$ cat src/rtl/lsu_pkg.sv
// Shared size codes, FSM state encoding and helpers for the load/store memory master.
// Optional feature macro used by the top level: LSU_MISALIGN_TRAP_EN.
package lsu_pkg;

  localparam logic [1:0] SZ_BYTE = 2'b00;
  localparam logic [1:0] SZ_HALF = 2'b01;
  localparam logic [1:0] SZ_WORD = 2'b10;

  typedef enum logic [1:0] {
    ST_IDLE = 2'b00,
    ST_RD   = 2'b01,
    ST_WR   = 2'b10,
    ST_RESP = 2'b11
  } lsu_state_t;

  // Size code 2'b11 behaves exactly like a word access.
  function automatic logic is_word(input logic [1:0] size);
    return size[1];
  endfunction

endpackage

$ cat src/rtl/lsu_byte_lane.sv
// Combinational lane logic: extracts/extends load data and merges sub-word store data
// into an existing memory word, little-endian lane order.
module lsu_byte_lane
  import lsu_pkg::*;
(
  input  logic [31:0] i_rdata,
  input  logic [31:0] i_old,
  input  logic [31:0] i_wdata,
  input  logic [1:0]  i_size,
  input  logic [1:0]  i_offset,
  input  logic        i_signed,
  output logic [31:0] o_load,
  output logic [31:0] o_merge
);

  logic [7:0]  w_byte;
  logic [15:0] w_half;

  // Halves only look at offset bit 1 and words ignore the offset, which aligns them implicitly.
  always_comb begin
    case (i_offset)
      2'd0:    w_byte = i_rdata[7:0];
      2'd1:    w_byte = i_rdata[15:8];
      2'd2:    w_byte = i_rdata[23:16];
      default: w_byte = i_rdata[31:24];
    endcase
    w_half = i_offset[1] ? i_rdata[31:16] : i_rdata[15:0];

    if (is_word(i_size)) begin
      o_load = i_rdata;
    end else if (i_size == SZ_HALF) begin
      o_load = {{16{i_signed & w_half[15]}}, w_half};
    end else begin
      o_load = {{24{i_signed & w_byte[7]}}, w_byte};
    end

    o_merge = i_old;
    if (is_word(i_size)) begin
      o_merge = i_wdata;
    end else if (i_size == SZ_HALF) begin
      if (i_offset[1]) o_merge[31:16] = i_wdata[15:0];
      else             o_merge[15:0]  = i_wdata[15:0];
    end else begin
      case (i_offset)
        2'd0:    o_merge[7:0]   = i_wdata[7:0];
        2'd1:    o_merge[15:8]  = i_wdata[7:0];
        2'd2:    o_merge[23:16] = i_wdata[7:0];
        default: o_merge[31:24] = i_wdata[7:0];
      endcase
    end
  end

endmodule

$ cat src/rtl/lsu_mem_master.sv
// Load/store master: turns one byte/half/word core request into word accesses on the data memory.
// Define LSU_MISALIGN_TRAP_EN to raise an error on misaligned half/word accesses instead of aligning them.
module lsu_mem_master
  import lsu_pkg::*;
#(
  parameter int MEM_WORDS = 100
) (
  input  logic        clk,
  input  logic        reset,
  input  logic        req_valid,
  output logic        req_ready,
  input  logic        req_we,
  input  logic [1:0]  req_size,
  input  logic        req_signed,
  input  logic [31:0] req_addr,
  input  logic [31:0] req_wdata,
  output logic        resp_valid,
  output logic [31:0] resp_rdata,
  output logic        resp_err,
  output logic [31:0] mem_add,
  output logic [31:0] mem_wdata,
  output logic        mem_we,
  input  logic [31:0] mem_rdata
);

  lsu_state_t  r_state;
  logic [31:0] r_addr_q;
  logic [31:0] r_wdata_q;
  logic [31:0] r_rdata_q;
  logic [1:0]  r_size_q;
  logic        r_we_q;
  logic        r_signed_q;
  logic        r_resp_valid;
  logic        r_resp_err;
  logic [31:0] r_resp_rdata;
  logic [31:0] r_add_hold;
  logic [31:0] r_wdata_hold;

  logic        w_accept;
  logic        w_range_err;
  logic        w_err;
  logic [31:0] w_load;
  logic [31:0] w_merge;
  logic [31:0] w_mem_add;
  logic [31:0] w_mem_wdata;

  assign w_accept    = req_valid && (r_state == ST_IDLE);
  assign w_range_err = (req_addr[31:2] >= 30'(MEM_WORDS));

`ifdef LSU_MISALIGN_TRAP_EN
  logic w_misalign;
  assign w_misalign = ((req_size == SZ_HALF) && req_addr[0]) ||
                      (is_word(req_size) && (req_addr[1:0] != 2'b00));
  assign w_err      = w_range_err || w_misalign;
`else
  assign w_err      = w_range_err;
`endif

  lsu_byte_lane u_lane (
    .i_rdata  (mem_rdata),
    .i_old    (r_rdata_q),
    .i_wdata  (r_wdata_q),
    .i_size   (r_size_q),
    .i_offset (r_addr_q[1:0]),
    .i_signed (r_signed_q),
    .o_load   (w_load),
    .o_merge  (w_merge)
  );

  // Address and write data follow the latched request only while accessing memory, else hold.
  assign w_mem_add   = ((r_state == ST_RD) || (r_state == ST_WR)) ? {2'b00, r_addr_q[31:2]} : r_add_hold;
  assign w_mem_wdata = (r_state == ST_WR) ? w_merge : r_wdata_hold;

  assign mem_add    = w_mem_add;
  assign mem_wdata  = w_mem_wdata;
  assign mem_we     = (r_state == ST_WR);
  assign req_ready  = (r_state == ST_IDLE);
  assign resp_valid = r_resp_valid;
  assign resp_err   = r_resp_err;
  assign resp_rdata = r_resp_rdata;

  always_ff @(posedge clk or negedge reset) begin
    if (!reset) begin
      r_state      <= ST_IDLE;
      r_addr_q     <= '0;
      r_wdata_q    <= '0;
      r_rdata_q    <= '0;
      r_size_q     <= SZ_BYTE;
      r_we_q       <= 1'b0;
      r_signed_q   <= 1'b0;
      r_resp_valid <= 1'b0;
      r_resp_err   <= 1'b0;
      r_resp_rdata <= '0;
      r_add_hold   <= '0;
      r_wdata_hold <= '0;
    end else begin
      r_resp_valid <= 1'b0;
      r_resp_err   <= 1'b0;
      r_resp_rdata <= '0;
      r_add_hold   <= w_mem_add;
      r_wdata_hold <= w_mem_wdata;
      case (r_state)
        ST_IDLE: begin
          if (w_accept) begin
            r_addr_q   <= req_addr;
            r_wdata_q  <= req_wdata;
            r_size_q   <= req_size;
            r_we_q     <= req_we;
            r_signed_q <= req_signed;
            if (w_err) begin
              r_state      <= ST_RESP;
              r_resp_valid <= 1'b1;
              r_resp_err   <= 1'b1;
            end else if (req_we && is_word(req_size)) begin
              r_state <= ST_WR;
            end else begin
              r_state <= ST_RD;
            end
          end
        end
        ST_RD: begin
          r_rdata_q <= mem_rdata;
          if (r_we_q) begin
            r_state <= ST_WR;
          end else begin
            r_state      <= ST_RESP;
            r_resp_valid <= 1'b1;
            r_resp_rdata <= w_load;
          end
        end
        ST_WR: begin
          r_state      <= ST_RESP;
          r_resp_valid <= 1'b1;
        end
        ST_RESP: r_state <= ST_IDLE;
        default: r_state <= ST_IDLE;
      endcase
    end
  end

endmodule

$ cat config.mk
export PLATFORM = sky130hd
export DESIGN_NAME = lsu_mem_master
export DESIGN_NICKNAME = d
export VERILOG_FILES = /design/src/rtl/lsu_pkg.sv /design/src/rtl/lsu_byte_lane.sv /design/src/rtl/lsu_mem_master.sv
export SDC_FILE = /design/constraint.sdc
export NUM_CORES = 1
export LEC_CHECK = 0
export ABC_AREA = 0
export BUFFER_PORTS_ARGS = -buffer_cell sky130_fd_sc_hd__buf_2
export CAP_MARGIN = 20
export CORE_ASPECT_RATIO = 1.25
export CORE_UTILIZATION = 50
export DETAILED_ROUTE_END_ITERATION = 12
export GPL_TIMING_DRIVEN = 1
export PLACE_DENSITY = 0.85
export SLEW_MARGIN = 10
export SYNTH_ARGS = -nofsm -noshare
export SYNTH_HDL_FRONTEND = slang
export SYNTH_SLANG_ARGS = --single-unit
$ cat constraint.sdc
create_clock -name clk -period 3.5 [get_ports clk]
set_input_delay 0.875 -clock clk [delete_from_list [all_inputs] [get_ports clk]]
set_output_delay 0.875 -clock clk [all_outputs]
set_load 0.03 [all_outputs]
Yosys cells after proc, flatten, opt, wreduce, memory -nomap -nowiden

Index checks and enable logic that the tools add are counted.
Widths: inputs -> output; s select.

Bits in registers: 200
Output and inout bits: 100
Logic and storage cells: 55
Input bits: 103

$lt $le $gt $ge: 1
Multiplexer cells: 26
Reduce and logical (&&, ||, !) cells: 7
Eq/ne operators: 7
Bitwise operators: 2

Operators with widths:

| cell                | number |
|---|---|
| $mux 32             | 8 |
| $mux 16             | 3 |
| $mux 8              | 4 |
| $ge 30x7->1 const B | 1 |
| $pmux 8 s3          | 1 |
| $pmux 2 s4          | 1 |
| $eq 2x1->1 const B  | 3 |
| $eq 2x2->1 const B  | 3 |
| $mux 2              | 3 |
| $mux 1              | 5 |
| $logic_not 2->1     | 2 |
| $pmux 1 s3          | 1 |
| $reduce_or 3->1     | 1 |
| $and 1x1->1         | 2 |
| $logic_and 1x1->1   | 2 |
| $ne 2x1->1 const B  | 1 |
| $reduce_and 2->1    | 1 |
| $logic_or 1x1->1    | 1 |

Logic depth before layout (Yosys ltp)

Gate-level depths: netlist of the first run.

Word-level depth: 7
Mapped depth: 8
Mapped depth without buffers: 6

Cells and area by module

Synthesis of the first run repeated with hierarchy kept, for this count alone.

Cell total of the unflattened synthesis: 690
Area, all modules: 8911.0 um^2

By module, submodules not included:

| module         | cells each | area each (um^2) | seq. area each (um^2) | instances |
|---|---|---|---|---|
| lsu_mem_master | 450        | 7442.1           | 5004.8                | 1 |
| lsu_byte_lane  | 240        | 1468.9           | 0.0                   | 1 |

Worst setup path before layout of the first run

Ideal clock, no wire load.

Path kind: register -> output
From: reg r_state[0]
To: out mem_wdata[10]
Data required time: 2625 ps
Cell stages (with the launch flop): 7
Buffers on the path: 2
Setup slack: 482 ps
Arrival: 2143 ps
Cells stage by stage: dfrtp_1 > inv_1 > ha_1 > clkbuf_1 > clkbuf_1 > nor2_1 > a41oi_1

Word-level cells in the longest chain between the ends: 2

RTL lines:

| what                   | line                  | source |
|---|---|---|
| start, declared        | lsu_mem_master.sv:26  | `lsu_state_t r_state;` |
| start signal, assigned | lsu_mem_master.sv:84  | `r_state <= ST_IDLE;` |
| start signal, assigned | lsu_mem_master.sv:111 | `r_state <= ST_RESP;` |
| start signal, assigned | lsu_mem_master.sv:115 | `r_state <= ST_WR;` |
| $eq 2x2->1             | -                     |  |
| via mem_we             | lsu_mem_master.sv:22  | `output logic mem_we,` |
| $mux 32                | lsu_mem_master.sv:72  | `assign w_mem_wdata = (r_state == ST_WR) ? w_merge : r_wdata_hold;` |
| end, declared          | lsu_mem_master.sv:21  | `output logic [31:0] mem_wdata,` |

The timed path passes the listed nets, and every way through them passes these cells.

Worst setup path after layout of the first run

From: reg r_size_q[0]
To: out mem_wdata[25]

Word-level cells in the longest chain between the ends: 4

RTL lines:

| what                   | line                  | source |
|---|---|---|
| start, declared        | lsu_mem_master.sv:30  | `logic [1:0] r_size_q;` |
| start signal, assigned | lsu_mem_master.sv:107 | `r_size_q <= req_size;` |
| $eq 2x1->1             | lsu_byte_lane.sv:40   | `end else if (i_size == SZ_HALF) begin` |
| $mux 32                | lsu_byte_lane.sv:40   |  |
| $mux 32                | lsu_byte_lane.sv:38   | `if (is_word(i_size)) begin` |
| $mux 32                | lsu_mem_master.sv:72  |  |

No other way between the ends.

==> results summary, run 1 <==
The run finished with clean final reports. The worst hold path belongs to the class register to register. Counting every sink on the clock net gives 200. The portion of synthesized cell area occupied by the leading cell type came out at 0.579. The capturing element type of the critical path is an output port. The number of antenna violations at the first check in global routing came out at 0.

The total number of yosys warnings came out at 0. The number of max-slew violations in the final report is 0. The number of flops mapped to enable cells by yosys is 0. The root buffer cell chosen for the clock tree is clkbuf_16.

The number of antenna diodes is 0. Final hold analysis gives a worst-case slack of 0.494 ns. The highest attainable clock frequency came out at 0.296 GHz.

At the pin with the least slew margin, the transition time is 0.879 ns. The share of flip-flops with an asynchronous set or reset came out at 1.00. The post-CTS repair timing setup buffer count is 0. The instance count along the most critical hold path came out at 1. The headroom to the max-slew limit is 0.412.

The filler cell count in the final layout came out at 1356. The setup TNS after final layout came out at 0 ns. The area added between synthesis and finish is 21.3%. For this block, the via count after detailed routing is 6350.

The chip height is 149 um. The worst hold path startpoint is r_add_hold[3]. The count of H-tree levels built during CTS came out at 4. The number of buffers added by the clock tree synthesis step came out at 17. The area of placed instances came out at 9900 um^2. The final global-route overflow total came out at 0.

In this run the power density over the cells is 1190 nW/um^2. The die area is 17800 um^2. For this design, the CTS-stage hold fixing added 0 buffers. The critical path data arrival time is 2.50 ns. The global-route usage over all layers is 0.256. The required time reported for the critical path endpoint is 2.62 ns. Row generation in the floorplan step produced 53 rows.

After the last flow step, the layout net total stands at 965. The tool flagged a number of max-cap violations equal to 0. The worst clock skew came out at 0.00791 ns. The starting density of the core is 0.513. The global-route wire length before repair came out at 34100 um. The distinct cell type count of the synthesized netlist came out at 44.

The clock passes through at most 2 buffers. By startpoint and endpoint, the worst setup path is classified as register to output port. The post-route cell area came out at 10500 um^2. At the end of routability-driven placement, the weighted congestion stood at 0.880.

For this run, the register share of the synthesized area comes to 0.579. Entering global routing, the biggest net connects 92 pins. The antenna violation net count after detailed routing is 0. Setup violations remaining at the end of the flow were counted as 0. The largest area contributor in the netlist is dfrtp_1.

The worst reg-to-reg path cell count is 4. The startpoint type of the worst setup path is a register. The post-cts resize count is 0. The routed design has 22100 um of wire. The number of global-route vias before repair is 6318. The worst hold path terminates at r_add_hold[3].

The number of top-level pins came out at 203. The die width came out at 120 um. The clock-pin transition on the worst setup and hold timing paths came out at 0.07 ns.

The clock period minus final worst setup slack came out at 3.38 ns. The leakage dissipation came out at 0.00504 uW. The maximum vdd ir drop is 0.772 mV. In the post-synthesis netlist, the biggest area contributors are dfrtp_1 (58%), mux2_2 (18%), nor2_1 (2.2%). After detailed routing, the number of vias per cell comes to 5.83. The register bit total from synthesis is 200. The number of input and output port buffers inserted came out at 202. The net count of the mapped netlist came out at 775.

The gate count after technology mapping came out at 667. The synthesized area divided by synthesized cell count is 13.0 um^2. The CTS tree is yes. Setup repair after global routing left no endpoint under its margin. The worst register-to-register path has a setup slack of 0.74 ns. The final HPWL from detailed placement is 15800 um. The worst register-to-register path begins at r_addr_q[1].

The netlist area before placement came out at 8650 um^2. At the later pin of the worst-skew pair, clock insertion delay measures 0.44 ns. Of the cells placed in the final design, the portion with a size suffix greater than 1 is 0.455.

After detailed routing, the average wire length per cell comes to 20.2 um. The endpoint identified for the worst register-to-register timing path is resp_rdata[14]. Dividing the final minimum period by the clock period gives 0.965. The first-pass iteration count of the detailed router came out at 5. The count of endpoints failing hold in the final timing report came out at 0. The critical-path maximum fanout is 12.

Among all flip-flop cells after synthesis, the most frequent one is dfrtp_1. The area of the core came out at 16800 um^2. The first routing iteration left 500 violations. The DRC violation count after routing came out at 0.
-- worst max-delay path by stage --
stage / depth (start not counted) / from / slack, ns / endpoint
after global routing: 5 / r_size_q[0] / 0.02 / mem_wdata[30]
after global placement: 5 / r_addr_q[1] / 0.61 / mem_wdata[9]
after floorplan: 6 / r_state[0] / 0.48 / mem_wdata[10]
after CTS: 5 / r_addr_q[1] / 0.04 / mem_wdata[9]
after detailed placement: 5 / r_addr_q[1] / 0.57 / mem_wdata[9]
final: 5 / r_size_q[0] / 0.12 / mem_wdata[25]
-- final cells by class --
class / instances / area [um^2] / share of cell area
flip-flops and latches: 200 / 5000 / 0.477
multi-input cells: 410 / 3410 / 0.325
repair buffers: 215 / 1170 / 0.111
clock buffers: 20 / 447 / 0.0426
well taps: 220 / 275 / 0.0262
clock inverters: 12 / 140 / 0.0134
inverters: 13 / 48.8 / 0.00465
-- metal layers --
metal	share of wire	vias to the layer above	track usage
met5	0	-	0
met4	0.045	0	0.146
met3	0.085	70	0.0688
met2	0.48	360	0.406
met1	0.39	3113	0.317
li1	-	2807	-
-- cell usage after synthesis, types with 7 or more instances --
| master | instances |
|---|---|
| dfrtp_1 | 200 |
| mux2_2 | 136 |
| nor2_1 | 50 |
| nand2_1 | 35 |
| clkbuf_1 | 23 |
| o22ai_1 | 23 |
| nor2b_1 | 19 |
| a21o_1 | 17 |
| a31oi_1 | 15 |
| mux2i_1 | 14 |
| a21oi_1 | 11 |
| inv_1 | 11 |
| buf_1 | 10 |
| a41oi_1 | 9 |
| a2111oi_0 | 8 |
| a211o_1 | 8 |
| a221oi_1 | 8 |
| a22o_1 | 8 |
| buf_2 | 8 |
| mux4_2 | 7 |
-- through the flow --
step | std cells | worst slack [ns] | power, uW | utilization
6_report | 1090 | 0.123 | 12500 | 0.623
5_1_grt | 1090 | 0.0155 | 13100 | 0.623
4_1_cts | 1090 | 0.0404 | 12500 | 0.623
3_5_place_dp | 1058 | 0.571 | 10500 | 0.588
3_3_place_gp | 1058 | 0.612 | 10300 | 0.588
2_1_floorplan | 667 | 0.482 | 8690 | -
-- critical path: stages, from the launching register on --
cell	delay [ns]
dfrtp_1	0.61
nand2b_1	0.40
o22ai_1	0.20
a211o_1	0.33
a31oi_1	0.26
buf_2	0.25
-- kinds of logic (layout without fill, tap and decap cells) --
family                     after synthesis  count (layout)  share of synthesized area
AOI/OAI and AO/OA                      125             125                      0.108
adders and majority gates                5               5                    0.00723
buffers and inverters                   57             260                     0.0281
DFF                                    200             200                      0.579
muxes                                  158             158                      0.215
and+or+nand+nor                        122             122                     0.0637
-- cells in the final DEF, fill, tap and decap left out, types with 9 or more instances in the layout --
cell type and n:
a21o_1 17, a31oi_1 15, nand2_1 34, nor2_1 49, clkbuf_16 17, buf_4 9
a21oi_1 11, a41oi_1 9, mux2i_1 14, buf_2 201, nor2b_1 19, inv_1 11
mux2_2 136, o22ai_1 23, dfrtp_1 200
-- power by group --
part	total [uW]	internal (uW)	switching, uW	leakage [uW]
sequential	4070	3410	655	0.00242
clock	1970	1080	883	0.000283
combinational	6420	2450	3970	0.00233
total	12500	6950	5510	0.00504
-- state kept, by name, indices dropped and copies added, names as in the netlist --
signal,flops
r_add_hold,32
r_state,2
r_wdata_q,32
r_signed_q,1
resp_err,1
r_we_q,1
resp_rdata,32
r_wdata_hold,32
r_rdata_q,32
r_addr_q,32
r_size_q,2
resp_valid,1
Note: power is estimated with default switching activity, not from simulation.
==> run 2: changes to the inputs <==
--- a/config.mk
+++ b/config.mk
@@ -6,9 +6,9 @@
 export NUM_CORES = 1
 export LEC_CHECK = 0
 export ABC_AREA = 0
-export BUFFER_PORTS_ARGS = -buffer_cell sky130_fd_sc_hd__buf_2
+export BUFFER_PORTS_ARGS = -buffer_cell sky130_fd_sc_hd__clkbuf_2
 export CAP_MARGIN = 20
-export CORE_ASPECT_RATIO = 1.25
+export CORE_ASPECT_RATIO = 0.9
 export CORE_UTILIZATION = 50
 export DETAILED_ROUTE_END_ITERATION = 12
 export GPL_TIMING_DRIVEN = 1
==> run 2 against run 1 <==
  * Sequential share of layout area grew 0.17 points
  * First-iteration DRC count decreased by 6.2%
  * Clock power is 4% lower
  * Final cell count fell by 0.73%
  * Combinational power grew 2%
  * Highest routed layer unchanged
==> results summary, run 2 (synthesis results as in run 1) <==
The flow ran to the end, and the final reports show no timing, DRC or antenna violations. The root buffer cell chosen for the clock tree is clkbuf_16. The maximum vdd ir drop is 0.680 mV.

The number of max-slew violations in the final report came out at 0. Summing all placed instances gives a cell area of 9880 um^2. The final layout contains routed wiring with a total length of 22100 um. The final net count came out at 966.

From bottom edge to top edge, the die measures 127 um. The count of endpoints failing hold in the final timing report is 0. The post-CTS repair timing setup buffer count came out at 0. The antenna violation net count after detailed routing came out at 0.

On the critical path, the stage with the largest delay is an instance of dfrtp_1. Leaving out fill and tap cells, the most frequent cell in the layout is clkbuf_2. The top routing layer in use is met4. The initialized floorplan defines 45 standard-cell rows. The die covers 17800 um^2. The later pin in the worst-skew pair is clocked with a latency of 0.42 ns. The maximum number of pins on one net before global-route repair is 85.

The tree built by TritonCTS fans out to 200 sinks. The slew at the pin with the worst max-slew slack is 0.968 ns. The wire length on met3 came out at 1630 um. The worst setup path is captured at an output port.

The worst clock skew came out at 0.00901 ns. The first-pass iteration count of the detailed router is 7. The clock passes through at most 2 buffers. The global-route usage over all layers came out at 0.256. The number of buffers added by the clock tree synthesis step came out at 17. The clock-pin transition on the worst setup and hold timing paths is 0.07 ns. STA classifies the critical path startpoint as a register. Headroom to the max-slew limit came out at 0.355.

Hold is met by 0.466 ns. The number of antenna violations at the first check in global routing came out at 0. The final route contains 6343 vias.

The leakage dissipation came out at 0.00503 uW. The setup violation total in the final timing report is 0. The setup TNS after final layout is 0 ns. Counting cells, the worst reg-to-reg path comes to 4. The number of global-route vias before repair is 6323. The top cell types in the final layout, fill and taps aside, are clkbuf_2 (201), dfrtp_1 (200), mux2_2 (136), nor2_1 (49), nand2_1 (34). The core region is 16900 um^2. The number of top-level pins is 203. For the worst setup path, the data required time is 2.62 ns. The final HPWL from detailed placement is 15800 um. Global routing finished with a remaining overflow of 0.

The post-route cell area is 10500 um^2. The detailed-route wire length per cell is 20.4 um. The type of the worst setup path is register to output port. The instance count after placement with tap cells included came out at 1050. Timing would allow up to 0.299 GHz. The tightest min-delay check is of the primary input to async pin type. The CTS tree is yes. In this run, the number of DRC markers left after iteration 0 of detailed routing was 469.

The clock period minus final worst setup slack is 3.35 ns. Setup repair after global routing left no endpoint under its margin. The global placer's final weighted congestion is 0.886. The areal power density over the cells is 1190 nW/um^2. The share of the cycle needed by the critical path after routing came out at 0.956.

The number of antenna diodes came out at 0. The number of input and output port buffers inserted came out at 202. The detailed-route vias per instance is 5.86.

Once layout is complete, the cells apart from fillers number 1082. The global-route wire length before repair came out at 34500 um. The DRC violation count after routing came out at 0.

The critical-path maximum fanout is 10. The signal on the critical path passes through inv_1 > nor2_2 > nand2_1 > a41oi_1 > clkbuf_2. The share of layout cells above drive strength 1 is 0.457.

The met1 wire length came out at 9330 um. The count of H-tree levels built during CTS came out at 4. The max-capacitance violation count is 0.

The delay contributed by the slowest stage of the critical path came out at 0.65 ns. The die width is 141 um. The area growth from synthesis to layout is 20.9%.

The starting density of the core came out at 0.512. The critical path data arrival time came out at 2.47 ns. The detailed-routed wire length on met2 is 10400 um.
run 2: cell types whose count changed in the layout (fill, tap and decap cells not counted), sizes merged:
cell and change:
buf -200, clkinvlp +1, bufinv -1, clkbuf +201
run 2: area by class of cell:
| class | count | area (um^2) |
|---|---|---|
| Tap cell | 211 | 264 |
| Clock inverter | 12 | 118 |
| Multi-Input combinational cell | 410 | 3420 |
| Fill cell | 1327 | 6440 |
| Sequential cell | 200 | 5000 |
| Timing Repair Buffer | 216 | 1150 |
| Clock buffer | 20 | 447 |
| Inverter | 13 | 48.8 |
run 2: layer usage:
| metal | vias to the layer above | GRT usage |
|---|---|---|
| li1 | 2816 | - |
| met1 | 3158 | 0.348 |
| met2 | 317 | 0.391 |
| met3 | 52 | 0.0676 |
| met4 | 0 | 0.104 |
| met5 | - | 0 |
run 2: final timing paths:
check                                      end           from  slack (ns)
worst max-delay path             mem_wdata[15]    r_addr_q[1]        0.15
worst min-delay path            r_add_hold[13]          reset        0.47
worst max register to register  resp_rdata[15]    r_addr_q[1]        0.76
worst min register to register   r_add_hold[0]  r_add_hold[0]        0.50
max in group asynchronous       resp_rdata[25]          reset        2.17
min in group clk                 r_add_hold[0]  r_add_hold[0]        0.50
run 2: what timing repair did:
item	in CTS	in global routing
endpoints found under the setup margin	0	4
gates resized for setup	0	3
hold buffers	0	0
run 2: stage by stage:
step	util	setup slack [ns]	power (uW)
2_1_floorplan	-	0.482	8690
3_3_place_gp	0.585	0.668	10400
3_5_place_dp	0.585	0.601	10600
4_1_cts	0.618	0.128	12500
5_1_grt	0.619	0.0293	13100
6_report	0.619	0.155	12500
run 2: report_power, final:
part / internal (uW) / switching [uW] / leakage, uW / total (uW)
clock: 1010 / 879 / 0.000269 / 1890
sequential: 3410 / 659 / 0.00242 / 4070
combinational: 2430 / 4090 / 0.00234 / 6530
run 2: critical path: cells and delay by family (launching register included):
kind / cells / cell delay, ns
and+or+nand+nor: 2 / 0.50
buffers and inverters: 2 / 0.48
DFF: 1 / 0.65
AOI/OAI and AO/OA: 1 / 0.40
==> run 3: changes to the inputs <==
--- a/config.mk
+++ b/config.mk
@@ -8,11 +8,12 @@
 export ABC_AREA = 0
 export BUFFER_PORTS_ARGS = -buffer_cell sky130_fd_sc_hd__clkbuf_2
 export CAP_MARGIN = 20
-export CORE_ASPECT_RATIO = 0.9
 export CORE_UTILIZATION = 50
+export CTS_BUF_LIST = sky130_fd_sc_hd__clkbuf_2 sky130_fd_sc_hd__clkbuf_4 sky130_fd_sc_hd__clkbuf_8
 export DETAILED_ROUTE_END_ITERATION = 12
 export GPL_TIMING_DRIVEN = 1
 export PLACE_DENSITY = 0.85
+export REMOVE_ABC_BUFFERS = 1
 export SLEW_MARGIN = 10
 export SYNTH_ARGS = -nofsm -noshare
 export SYNTH_HDL_FRONTEND = slang
==> run 3 against run 2 <==
  * Via count decreased by 0.85%
  * Sequential power decreased by 2%
  * Final cell count increased by 0.74%
  * Critical path type unchanged
  * Largest power group unchanged
==> results summary, run 3 (synthesis results as in run 1) <==
The floorplan step set the die height to 134 um. The clock root buffer master is clkbuf_8. The proportion of power drawn by flip-flops and latches is 0.336. The number of global-route vias before repair is 6217. The count of endpoints failing hold in the final timing report came to 0. The number of antenna violations at the first check in global routing came out at 0. Clock tree synthesis inserted a total of 17 buffers. The maximum number of pins on one net before global-route repair came out at 90. Together, buffers and inverters on the worst path number 1. The capturing element type of the critical path is an output port.

The areal power density over the cells came out at 1160 nW/um^2. The critical path data arrival time is 2.45 ns. The detailed-route wire length per cell came out at 19.1 um. The die area is 17800 um^2. The clock insertion delay at the later pin of the skew report is 0.47 ns.

Leaving out fill and tap cells, the most frequent cells in the layout are clkbuf_2 (201), dfrtp_1 (200), mux2_2 (136), nor2_1 (49), nand2_1 (34). The required time reported for the critical path endpoint came out at 2.62 ns. The global-route wire length before repair came out at 33200 um.

The flow ran to the end, and the final reports show no timing, DRC or antenna violations. In the final layout, the share of cells above drive strength 1 is 0.460. The area of the core came out at 16800 um^2.

The number of max-slew violations in the final report came out at 0. The part of the power in the clock network came out at 0.122. The highest attainable clock frequency came out at 0.301 GHz. The worst setup path is launched from a register. Leaving out fill and tap cells, the most frequent cell in the layout is clkbuf_2. The setup violation total in the final timing report came out at 0.

The critical path in this run is classified as register to output port. On the critical path, the stage with the largest delay is an instance of a21oi_4. The switching share of power came out at 0.455. Setup repair after global routing left no endpoint under its margin. The number of buffers on the longest clock path came out at 2. The starting density of the core is 0.516. The internal cell power is 6490 uW. The signal on the critical path passes through nand2b_1 > a21oi_4 > mux2i_1 > a21oi_1 > clkbuf_2.

The post-route cell area came out at 10300 um^2. Relative to the synthesized area, the layout overhead comes to 19.0%. TritonCTS built the clock tree. The number of antenna diodes is 0. The delay contributed by the slowest stage of the critical path came out at 0.54 ns. The leakage dissipation is 0.00496 uW. Across every metal layer, demand over resource in global routing totals 0.244. At the end of the flow the core is filled with cells to 0.614. The die width came out at 134 um.

The total length of routed wires came out at 20800 um. The maximum vdd ir drop came out at 0.721 mV. The detail route stage leaves a number of antenna-violating nets equal to 0.

Broken down by cell family, the worst path's largest delay share belongs to compound AO/OA/AOI/OAI gates. The total overflow left after global routing is 0. After routing, the total negative slack on setup checks comes to 0 ns. The worst clock skew came out at 0.0138 ns. The worst slack after detailed placement came out at 0.629 ns. The number of design-rule violations left by the first detailed-router iteration is 378. The global placer's final weighted congestion came out at 0.894.

The number of input and output port buffers inserted came out at 202. The site row count is 47. At the pin with the least slew margin, the transition time is 0.856 ns. The clock sink count came out at 200.

The detailed-route vias per instance is 5.77. Summed over all nets, the half-perimeter wirelength after detailed placement is 14800 um. After the last flow step, the layout net total stands at 965. In this run the worst path has a maximum fanout of 9. The worst path meets setup with 0.178 ns of slack. The switching power of the nets is 5410 uW. The tightest min-delay check is of the primary input to async pin type. Subtracting the final worst setup slack from the clock period gives 3.32 ns. Of the available clock period, the critical path in the final layout requires 0.949. The max-capacitance violation count is 0. The power share of the combinational group came out at 0.542. The total of hold buffers inserted after clock tree synthesis is 0. The clock tree synthesis step divided the H-tree into 4 levels. The detailed router placed 6289 vias in this run.

The worst hold slack came out at 0.453 ns. The first-pass iteration count of the detailed router is 8. After detailed routing, the number of remaining DRC violations is 0. The number of top-level pins is 203. The area of placed instances is 9890 um^2. The clock-pin transition on the worst setup and hold timing paths came out at 0.10 ns. Headroom to the max-slew limit came out at 0.427.
[run 3: metal layers]
layer | GRT usage | up-vias | share of wire
li1 | - | 2801 | -
met1 | 0.319 | 3097 | 0.41
met2 | 0.377 | 345 | 0.46
met3 | 0.0712 | 46 | 0.097
met4 | 0.110 | 0 | 0.032
met5 | 0 | - | 0
[run 3: worst paths after layout]
| path | start | to | depth (start not counted) | slack, ns |
|---|---|---|---|---|
| setup / recovery | r_size_q[0] | mem_wdata[2] | 5 | 0.18 |
| hold / removal | reset | resp_rdata[11] | 1 | 0.45 |
| setup reg to reg | r_addr_q[1] | resp_rdata[14] | 4 | 0.90 |
| hold reg to reg | r_add_hold[11] | r_add_hold[11] | 1 | 0.50 |
| max in group asynchronous | reset | r_add_hold[16] | 2 | 2.20 |
| min in group clk | r_add_hold[11] | r_add_hold[11] | 1 | 0.50 |
[run 3: repair_timing]
action,in CTS,in global routing
endpoints found under the hold margin,0,0
endpoints found under the setup margin,0,7
buffers inserted,0,0
gates resized for setup,0,5
[run 3: power groups by stage]
stage | clock network [uW] | registers [uW] | logic (uW)
after floorplan | 0 | 4160 | 4420
after global placement | 0 | 3980 | 6320
after detailed placement | 0 | 4030 | 6420
after CTS | 1490 | 3980 | 6450
after global routing | 1570 | 4110 | 6900
final | 1460 | 4000 | 6450
[run 3: stage by stage]
step           total power (uW)  cells
5_1_grt                   12600   1090
2_1_floorplan              8580    623
6_report                  11900   1090
4_1_cts                   11900   1090
3_3_place_gp              10300   1058
3_5_place_dp              10500   1058
[run 3: final cells by class]
cell class	instances	area (um^2)
inverters	13	48.8
multi-input cells	410	3410
repair buffers	215	1160
flip-flops and latches	200	5000
clock buffers	23	304
fillers	1303	6470
clock inverters	9	86.3
well taps	220	275
